## config.mk

```make
export PLATFORM = sky130hd
export DESIGN_NAME = axi_rd_arbiter
export DESIGN_NICKNAME = d
export VERILOG_FILES = /design/src/rtl/axi_rd_arbiter.sv
export SDC_FILE = /design/constraint.sdc
export NUM_CORES = 1
export LEC_CHECK = 0
export ABC_AREA = 1
export CAP_MARGIN = 10
export CORE_AREA = 2 2 101 103
export CTS_CLUSTER_SIZE = 14
export DETAILED_ROUTE_END_ITERATION = 10
export DIE_AREA = 0 0 103 105
export PLACE_DENSITY = 0.82
export SLEW_MARGIN = 0
export SYNTH_ARGS = -nofsm -noshare
export SYNTH_HDL_FRONTEND = slang
export SYNTH_SLANG_ARGS = --single-unit
export TNS_END_PERCENT = 10
```

## constraint.sdc

```tcl
create_clock -name clk -period 2.2 [get_ports clk]
set_input_delay 0.22 -clock clk [delete_from_list [all_inputs] [get_ports clk]]
set_output_delay 0.22 -clock clk [all_outputs]
set_load 0.1 [all_outputs]
```

## src/rtl/axi_rd_arbiter.sv

```systemverilog
// Two-requester AXI read arbiter, round-robin, one read outstanding; grant -> arvalid next cycle, new grant the cycle after rlast.
// Backpressure: AR payload held until arready; R beats stall via the grantee's rready, which is passed straight through.
module axi_rd_arbiter #(
  parameter logic [3:0] ID0 = 4'd0,
  parameter logic [3:0] ID1 = 4'd1
) (
  input  logic        clk,
  input  logic        rst,
  input  logic        m0_arvalid,
  input  logic [31:0] m0_araddr,
  input  logic [7:0]  m0_arlen,
  input  logic [2:0]  m0_arsize,
  output logic        m0_arready,
  output logic [31:0] m0_rdata,
  output logic        m0_rvalid,
  output logic        m0_rlast,
  input  logic        m0_rready,
  input  logic        m1_arvalid,
  input  logic [31:0] m1_araddr,
  input  logic [7:0]  m1_arlen,
  input  logic [2:0]  m1_arsize,
  output logic        m1_arready,
  output logic [31:0] m1_rdata,
  output logic        m1_rvalid,
  output logic        m1_rlast,
  input  logic        m1_rready,
  output logic [3:0]  arid,
  output logic [31:0] araddr,
  output logic [7:0]  arlen,
  output logic [2:0]  arsize,
  output logic [1:0]  arburst,
  output logic [1:0]  arlock,
  output logic [3:0]  arcache,
  output logic [2:0]  arprot,
  output logic        arvalid,
  input  logic        arready,
  input  logic [3:0]  rid,
  input  logic [31:0] rdata,
  input  logic [1:0]  rresp,
  input  logic        rlast,
  input  logic        rvalid,
  output logic        rready,
  output logic        err
);

  typedef enum logic [1:0] {IDLE, ADDR, DATA} state_t;

  state_t      state, state_nxt;
  logic        last_grant;
  logic        gnt;
  logic [31:0] lat_addr;
  logic [7:0]  lat_len;
  logic [2:0]  lat_size;
  logic [7:0]  beat_cnt;
  logic        any_req;
  logic        pick;
  logic        in_data;
  logic        beat;
  logic        beat_err;

  // pick = 1 selects m1; on contention the side not served last wins
  assign any_req = m0_arvalid | m1_arvalid;
  assign pick    = (m0_arvalid & m1_arvalid) ? ~last_grant : m1_arvalid;

  always_comb begin
    state_nxt  = state;
    m0_arready = 1'b0;
    m1_arready = 1'b0;
    arvalid    = 1'b0;
    rready     = 1'b0;
    case (state)
      IDLE: begin
        if (any_req) begin
          m0_arready = ~pick;
          m1_arready = pick;
          state_nxt  = ADDR;
        end
      end
      ADDR: begin
        arvalid = 1'b1;
        if (arready) state_nxt = DATA;
      end
      DATA: begin
        rready = gnt ? m1_rready : m0_rready;
        if (rvalid && rready && rlast) state_nxt = IDLE;
      end
      default: state_nxt = IDLE;
    endcase
  end

  assign in_data = (state == DATA);
  assign beat    = in_data & rvalid & rready;

  assign m0_rvalid = in_data & ~gnt & rvalid;
  assign m0_rlast  = in_data & ~gnt & rlast;
  assign m1_rvalid = in_data & gnt & rvalid;
  assign m1_rlast  = in_data & gnt & rlast;
  assign m0_rdata  = rdata;
  assign m1_rdata  = rdata;

  assign arid    = gnt ? ID1 : ID0;
  assign araddr  = lat_addr;
  assign arlen   = lat_len;
  assign arsize  = lat_size;
  assign arburst = 2'b01;
  assign arlock  = 2'b00;
  assign arcache = 4'b0000;
  assign arprot  = 3'b000;

  // Length checks compare the pre-increment count, i.e. the index of this beat
  assign beat_err = (rresp != 2'b00) || (rid != arid) ||
                    (rlast && (beat_cnt != lat_len)) ||
                    (!rlast && (beat_cnt == lat_len));

  always_ff @(posedge clk) begin
    if (rst) begin
      state      <= IDLE;
      last_grant <= 1'b1;
      gnt        <= 1'b0;
      lat_addr   <= '0;
      lat_len    <= '0;
      lat_size   <= '0;
      beat_cnt   <= '0;
      err        <= 1'b0;
    end else begin
      state <= state_nxt;
      if (state == IDLE && any_req) begin
        gnt      <= pick;
        lat_addr <= pick ? m1_araddr : m0_araddr;
        lat_len  <= pick ? m1_arlen  : m0_arlen;
        lat_size <= pick ? m1_arsize : m0_arsize;
      end
      if (state == ADDR && arready) beat_cnt <= '0;
      else if (beat)                beat_cnt <= beat_cnt + 8'd1;
      if (beat && rlast) last_grant <= gnt;
      if (beat && beat_err) err <= 1'b1;
    end
  end

endmodule

```

Word level (Yosys, flattened, before mapping)
Index checks and enable logic that the tools add are counted.
{ "totals": {"reg_bits": 56, "in_bits": 133, "word_cells": 62, "output_inout_bits": 131} }
{ "classes": {"n_reduce_logical": 16, "mux": 16, "n_bitwise": 13, "addsub": 1, "n_eq_ne": 8} }
{ "op_table": {"columns": ["op", "count"], "rows": [
  ["2-to-1 mux 32 bit", 1],
  ["bitwise AND 1 bit", 9],
  ["2-to-1 mux 1 bit", 9],
  ["adder 8 x 1 -> 8 bit, second input constant", 1],
  ["equality test 8 bit", 1],
  ["logical AND 1 bit", 8],
  ["2-to-1 mux 8 bit", 1],
  ["!= test 8 bit", 1],
  ["2-to-1 mux 2 bit", 3],
  ["case mux 2 bit (3 select lines)", 1],
  ["!= test 2 bit, second input constant", 2],
  ["!= test 4 x 1 -> 1 bit", 1],
  ["logical OR 1 bit", 3],
  ["2-to-1 mux 3 bit", 1],
  ["NOT 1 bit", 3],
  ["AND reduction 3 bit", 1],
  ["equality test 2 x 1 -> 1 bit, second input constant", 1],
  ["equality test 2 bit, second input constant", 1],
  ["logical NOT 2 bit", 1],
  ["!= test 2 x 1 -> 1 bit, second input constant", 1],
  ["nonzero test 2 bit", 1],
  ["OR reduction 2 bit", 1],
  ["logical NOT 1 bit", 1],
  ["OR 1 bit", 1]
]} }

Logic depth before layout (Yosys ltp)
Gate-level depths: netlist (run 1).
{ "logic_depth": {"depth_word": 6, "depth_mapped": 10, "mapped_depth_nobuf": 10} }

Worst setup path after synthesis (run 1)
OpenSTA, ideal clock, no wires.
{ "synth_path": {"path_type": "reg2out", "start": "register state[1]", "end": "output port m0_rlast", "t_arrival_ps": 2667, "n_path_buf": 0, "slack_ps": -687, "required_ps": 1980, "path_stages_with_launch": 5, "path_cell_list": "dfxtp_1 inv_1 nor2_4 inv_1 nor3_1"} }
{ "synth_via": {"elab_chain_len": 3} }
{ "synth_rtl": {"columns": ["item", "line", "rtl"], "rows": [
  ["start, declared", "48", "state_t state, state_nxt;"],
  ["start signal, assigned", "126", "state <= state_nxt;"],
  ["equality test 2 bit", "91", "assign in_data = (state == DATA);"],
  ["bitwise AND 1 bit (2 in a row)", "95", "assign m0_rlast = in_data & ~gnt & rlast;"],
  ["end, declared", "16", "output logic m0_rlast,"]
]} }
Every way passes these cells.

Worst setup path in the final report (run 1)
{ "layout_path": {"start": "register state[0]", "end": "output port m0_arready"} }
{ "layout_via": {"elab_chain_len": 2} }
{ "layout_rtl": {"columns": ["item", "line", "rtl"], "rows": [
  ["logical NOT 2 bit", "71", "case (state)"],
  ["2-to-1 mux 1 bit", "71", null],
  ["end, declared", "13", "output logic m0_arready,"]
]} }
Every way passes these cells.

==> impl_metrics.tcl, run 1 <==
set metrics [dict create \
    finalSetupViolCount 0 \
    ys_ff_latch 56 \
    min_period_ns 1.997 \
    hold_path_class "in -> reg" \
    hold_depth 2 \
    globalRouteMet2Util_pct 29.87 \
    cp-end-kind "output port" \
    fin_skew_ns 0.003314 \
    h-tree-depth 2 \
    ys_seq_area_share_pct 34.57 \
    peakVddDrop_mv 0.4087 \
    wl_per_cell_um 13.57 \
    synthCells 452 \
    finalHoldViolCount 0 \
    period_share_pct 90.78 \
    gr-usage-met1_pct 16.97 \
    syn_avg_cell_area_um2 7.175 \
    cts_sinks 56 \
    arrival_ns 1.78 \
    worst_hold_path.endpoint "arlen[2]" \
    yosys_warnings 0 \
    layout_commonest_cell "nand2_1" \
    postCtsHoldBufs 0 \
    use_met3_pct 4.482 \
    clock_latency_ns 0.30 \
    antenna_found_initial 0 \
    maxCapViolCount 0 \
    synth_top_cell_by_area "dfxtp_1" \
    p_leak_nw 1.816 \
    fmax_ghz 0.5007 \
    cellPowerDensity_nw_per_um2 721.4 \
    drcViolationCount 0 \
    synth_area_leaders "dfxtp_1 (35%), buf_4 (19%), nand2_1 (16%)" \
    vias 3112 \
    grt_pass1_wl_mm 14.12 \
    routed_wl_mm 9.053 \
    gr-total-overflow 0 \
    syn_area_um2 3243 \
    worstSetupPathType "reg -> out" \
    status "finished, final reports clean" \
    cts_buffers 5 \
    worstPathRequired_ns 1.98 \
    ys_async_sr_fraction_pct 0 \
    yosysTopAreaCellShare_pct 34.57 \
    min_from "rst" \
    grt_max_degree 43 \
    drive_gt1_share_pct 15.54 \
    nets 667 \
    ant_nets 0 \
    grt_pass1_vias 3045 \
    syn2layout_area_growth_pct 35.80 \
    drt_iter0_drc 67 \
    ios 264 \
    vias_per_cell 4.666 \
    r2r-start "state[0]" \
    gp_congestion 0.8421 \
    postCtsResizedCells 0 \
    yosysUniqueCellTypes 32 \
    place_hpwl_mm 7.166 \
    row_count 36 \
    cts_buffer_depth 2 \
    clockRootBuffer "clkbuf_8" \
    die_y_um 105 \
    core_region_area_um2 9639 \
    fp.dieW_um 103 \
    whs_ns 0.3113 \
    rr_endpoint "araddr[3]" \
    clkTransAtPathRegs_ns 0.09 \
    synth_ff_type "dfxtp_1" \
    rsz0062_at_grt "no" \
    io_buffers 153 \
    synth_enable_flop_cells 0 \
    path_max_fanout 17 \
    post_cts_buffers 0 \
    cp-start-kind "flip-flop" \
    dr.pass1.iters 4 \
    drv_slew 0 \
    cts_tree "done" \
    start_util_pct 33.64 \
    setup_tns_ns 0 \
    n_antenna_cell 0 \
    busiest_layer "met2" \
    reg2regPathDepth 8 \
    layout_common_cells "nand2_1 (137), clkdlybuf4s50_1 (99), dfxtp_1 (56), buf_4 (51), a31oi_1 (27)" \
    die-area_um2 10820 \
    reg2reg_slack_ns 0.43 \
    grt_use_total_pct 16.18 \
]
[area by class of cell]
cell class	count	area [um2]
clock buffers	8	90.09
inverters	29	111.4
repair buffers	159	1539
multi-input cells	282	1376
flip-flops and latches	56	1121
well taps	133	166.4
fillers	955	5235
[power by group]
part	internal, mW	total [mW]	switching, mW
combinational	0.405	1.45	1.04
clock	0.258	0.571	0.313
sequential	1.10	1.16	0.0606
total	1.76	3.18	1.42
[worst max-delay path: stages, from the launching register on]
cell and delay [ns]:
dfxtp_1 0.36, nor2_2 0.24, o21ai_4 0.11, inv_4 0.14
nand2_1 0.09, inv_2 0.30, buf_12 0.23
[worst max path at each step]
stage,start,end,slack [ns]
after floorplan,state[1],m0_rlast,-0.69
after global placement,m1_arvalid,m1_arready,0.36
after detailed placement,m1_arvalid,araddr[6],0.26
after CTS,state[0],m0_arready,0.20
after global routing,state[0],m0_arready,0.09
final,state[0],m0_arready,0.20
[synth_stat cells, types with 2 or more instances]
cell,number
o21ai_0,16
nand2_2,4
clkbuf_1,10
nor2_2,2
xnor2_1,3
xor2_1,2
nor3_1,8
a221oi_2,2
inv_1,25
nand2_1,137
buf_4,83
a31oi_1,27
dfxtp_1,56
o21bai_1,13
nor2_1,19
conb_1,2
inv_2,3
a21oi_1,21
nand3_1,4
buf_2,3
[metrics by stage]
step	area [um2]	worst slack, ns	cells	util (%)	total power, mW
6_report	4404	0.2028	667	45.69	3.177
5_1_grt	4404	0.08610	667	45.69	3.324
4_1_cts	4404	0.1954	667	45.69	3.206
3_5_place_dp	4314	0.2585	659	44.76	2.633
3_3_place_gp	4314	0.3642	659	44.76	2.617
2_1_floorplan	3288	-0.6868	464	-	2.772
[registers in the layout, indices dropped and copies added, names as in the netlist]
| name | cells |
|---|---|
| araddr | 32 |
| arlen | 8 |
| beat_cnt | 8 |
| arsize | 3 |
| state | 2 |
| err | 1 |
| gnt | 1 |
| last_grant | 1 |
[cell families after synthesis]
logic type                 synth area share [%]
and+or+nand+nor                           22.88
buffers and inverters                     24.38
AOI/OAI and AO/OA                         16.20
DFF                                       34.57
xor gates and xnor gates                  1.351
other                                    0.2316
adders and majority gates                0.3857
[per-layer routing]
metal	up-vias	wire [um]
met5	-	0
met4	0	204
met3	29	781
met2	152	4707
met1	1410	3359
li1	1521	-
(Power assumes the default switching activity.)
==> run 2, diff against run 1 <==
--- a/config.mk
+++ b/config.mk
@@ -6,12 +6,13 @@
 export NUM_CORES = 1
 export LEC_CHECK = 0
 export ABC_AREA = 1
+export ABC_CLOCK_PERIOD_IN_PS = 2200
 export CAP_MARGIN = 10
 export CORE_AREA = 2 2 101 103
 export CTS_CLUSTER_SIZE = 14
 export DETAILED_ROUTE_END_ITERATION = 10
 export DIE_AREA = 0 0 103 105
-export PLACE_DENSITY = 0.82
+export PLACE_DENSITY_LB_ADDON = 0.05
 export SLEW_MARGIN = 0
 export SYNTH_ARGS = -nofsm -noshare
 export SYNTH_HDL_FRONTEND = slang
==> run 2 against run 1 <==
  * Final cell count grew 0.15%
  * Via count shrank 4.0%
  * Power grew 0.17%
  * Die area is the same
  * Non-clock buffer count grew 1
  * Core utilization shrank 0.091 points
  * Highest routed layer unchanged
  * First-iteration DRC count grew 30%
  * Fmax grew 3.4%
  * Sequential share of layout area grew 0.051 points
  * Count of clock-buffer cells in the layout shrank 2
  * Flip-flop and latch count is the same
  * Critical path type is now in -> out
  * Critical endpoint is now m1_arready
  * Cell area shrank 0.20%
==> impl_metrics.tcl, run 2 (synthesis gave the netlist of run 1 again) <==
set metrics [dict create \
    cellPowerDensity_nw_per_um2 724.1 \
    ios 264 \
    n_antenna_cell 0 \
    core_region_area_um2 9639 \
    fp.dieW_um 103 \
    wl_per_cell_um 13.65 \
    die_y_um 105 \
    crit_chain "clkdlybuf4s50_1, nand2_2, inv_2, nand2_1, inv_1, buf_4, buf_12" \
    finalHoldViolCount 0 \
    clock_latency_ns 0.31 \
    power_frac_clock_pct 18.3 \
    fin_cells 668 \
    worstSetupPathType "in -> out" \
    grt_use_total_pct 16.62 \
    p_sw_share_pct 45.72 \
    setup_tns_ns 0 \
    arrival_ns 1.71 \
    drive_gt1_share_pct 15.89 \
    antenna_found_initial 0 \
    vias_per_cell 4.475 \
    routed_wl_mm 9.120 \
    largest_reg_flops 32 \
    cp-end-kind "output port" \
    setup_slack_ns 0.2683 \
    peakVddDrop_mv 0.4259 \
    h-tree-depth 2 \
    post_cts_buffers 0 \
    postCtsHoldBufs 0 \
    gr-total-overflow 0 \
    drt_iter0_drc 87 \
    dp_slack_ns 0.2461 \
    postCtsResizedCells 0 \
    row_count 36 \
    cts_sinks 56 \
    finalSetupViolCount 0 \
    cts_buffer_depth 2 \
    period_share_pct 87.81 \
    cts_tree "done" \
    dr.pass1.iters 4 \
    layout_common_cells "nand2_1 (137), clkdlybuf4s50_1 (99), dfxtp_1 (56), buf_4 (53), a31oi_1 (27)" \
    p_int_mw 1.728 \
    layout_commonest_cell "nand2_1" \
    cts_buffers 5 \
    gp_congestion 0.8305 \
    vias 2989 \
    clkTransAtPathRegs_ns 0.11 \
    grt_pass1_vias 2903 \
    place_hpwl_mm 6.972 \
    pwr-share-comb_pct 45.4 \
    rsz0062_at_grt "no" \
    min_period_ns 1.932 \
    die-area_um2 10820 \
    drcViolationCount 0 \
    dpl_cell_area_um2 4309 \
    ant_nets 0 \
    io_buffers 153 \
    start_util_pct 33.64 \
    fin_skew_ns 0.01094 \
    status "finished, final reports clean" \
    path_max_fanout 8 \
    max_stage_delay_ns 0.55 \
    cp-start-kind "primary input" \
    seqPwrFrac_pct 36.4 \
    path_buf_inv 5 \
    fin_area_um2 4395 \
    worstPathRequired_ns 1.98 \
    grt_pass1_wl_mm 14.31 \
    syn2layout_area_growth_pct 35.53 \
    p_leak_nw 1.818 \
    drv_slew 0 \
    grt_max_degree 43 \
    clockRootBuffer "clkbuf_8" \
    hold_path_class "in -> reg" \
    maxCapViolCount 0 \
    dp_cells 660 \
    fmax_ghz 0.5177 \
    cpMaxStageDelayCell "clkdlybuf4s50_1" \
    nets 668 \
    power_switching_mw 1.455 \
    critPathTopFamily "buffers and inverters" \
]
[run 2: cell types whose count changed in the layout (fill, tap and decap cells not counted), sizes merged]
cell,change
clkbuf,-2
buf,+1
clkinv,+1
inv,+1
[run 2: layout make-up]
type | count | area (um2)
Clock inverter | 2 | 13.76
Tap cell | 133 | 166.4
Inverter | 29 | 111.4
Fill cell | 983 | 5244
Clock buffer | 6 | 72.57
Multi-Input combinational cell | 282 | 1376
Sequential cell | 56 | 1121
Timing Repair Buffer | 160 | 1534
[run 2: power by group through the flow]
stage               registers, mW  clock network [mW]  logic [mW]
floorplan                    1.74                   0        1.03
global placement             1.18                   0        1.45
detailed placement           1.18                   0        1.45
CTS                          1.16               0.605        1.45
global route                 1.17               0.640        1.52
finish                       1.16               0.582        1.44
[run 2: final timing paths]
kind,start,to,slack [ns],cells past startpoint
worst min register to register,err,err,0.47,2
worst min-delay path,rst,arlen[2],0.32,2
worst max-delay path,m1_arvalid,m1_arready,0.27,7
worst max register to register,state[0],araddr[10],0.47,8
[run 2: per-layer routing]
metal | GRT usage [%] | share of wire (%) | routed length (um) | up-vias
met2 | 27.88 | 47 | 4315 | 114
met4 | 4.135 | 1.1 | 98 | 0
met3 | 5.485 | 8.6 | 785 | 12
met1 | 20.25 | 43 | 3920 | 1343
met5 | 0 | 0 | 0 | -
li1 | - | - | - | 1520
[run 2: metrics by stage]
stage          util (%)  total power [mW]  hold WS (ns)
5_1_grt           45.60             3.328        0.3522
4_1_cts           45.60             3.216        0.3071
6_report          45.60             3.183        0.3163
3_5_place_dp      44.70             2.630        0.4410
3_3_place_gp      44.70             2.625        0.4410
2_1_floorplan         -             2.772        0.3551
[run 2: worst reg2reg max path: cells and delay by family, from the launching register on]
family / cells / cell delay [ns]
DFF: 1 / 0.36
and+or+nand+nor: 3 / 0.38
AOI/OAI and AO/OA: 2 / 0.23
buffers and inverters: 3 / 0.70
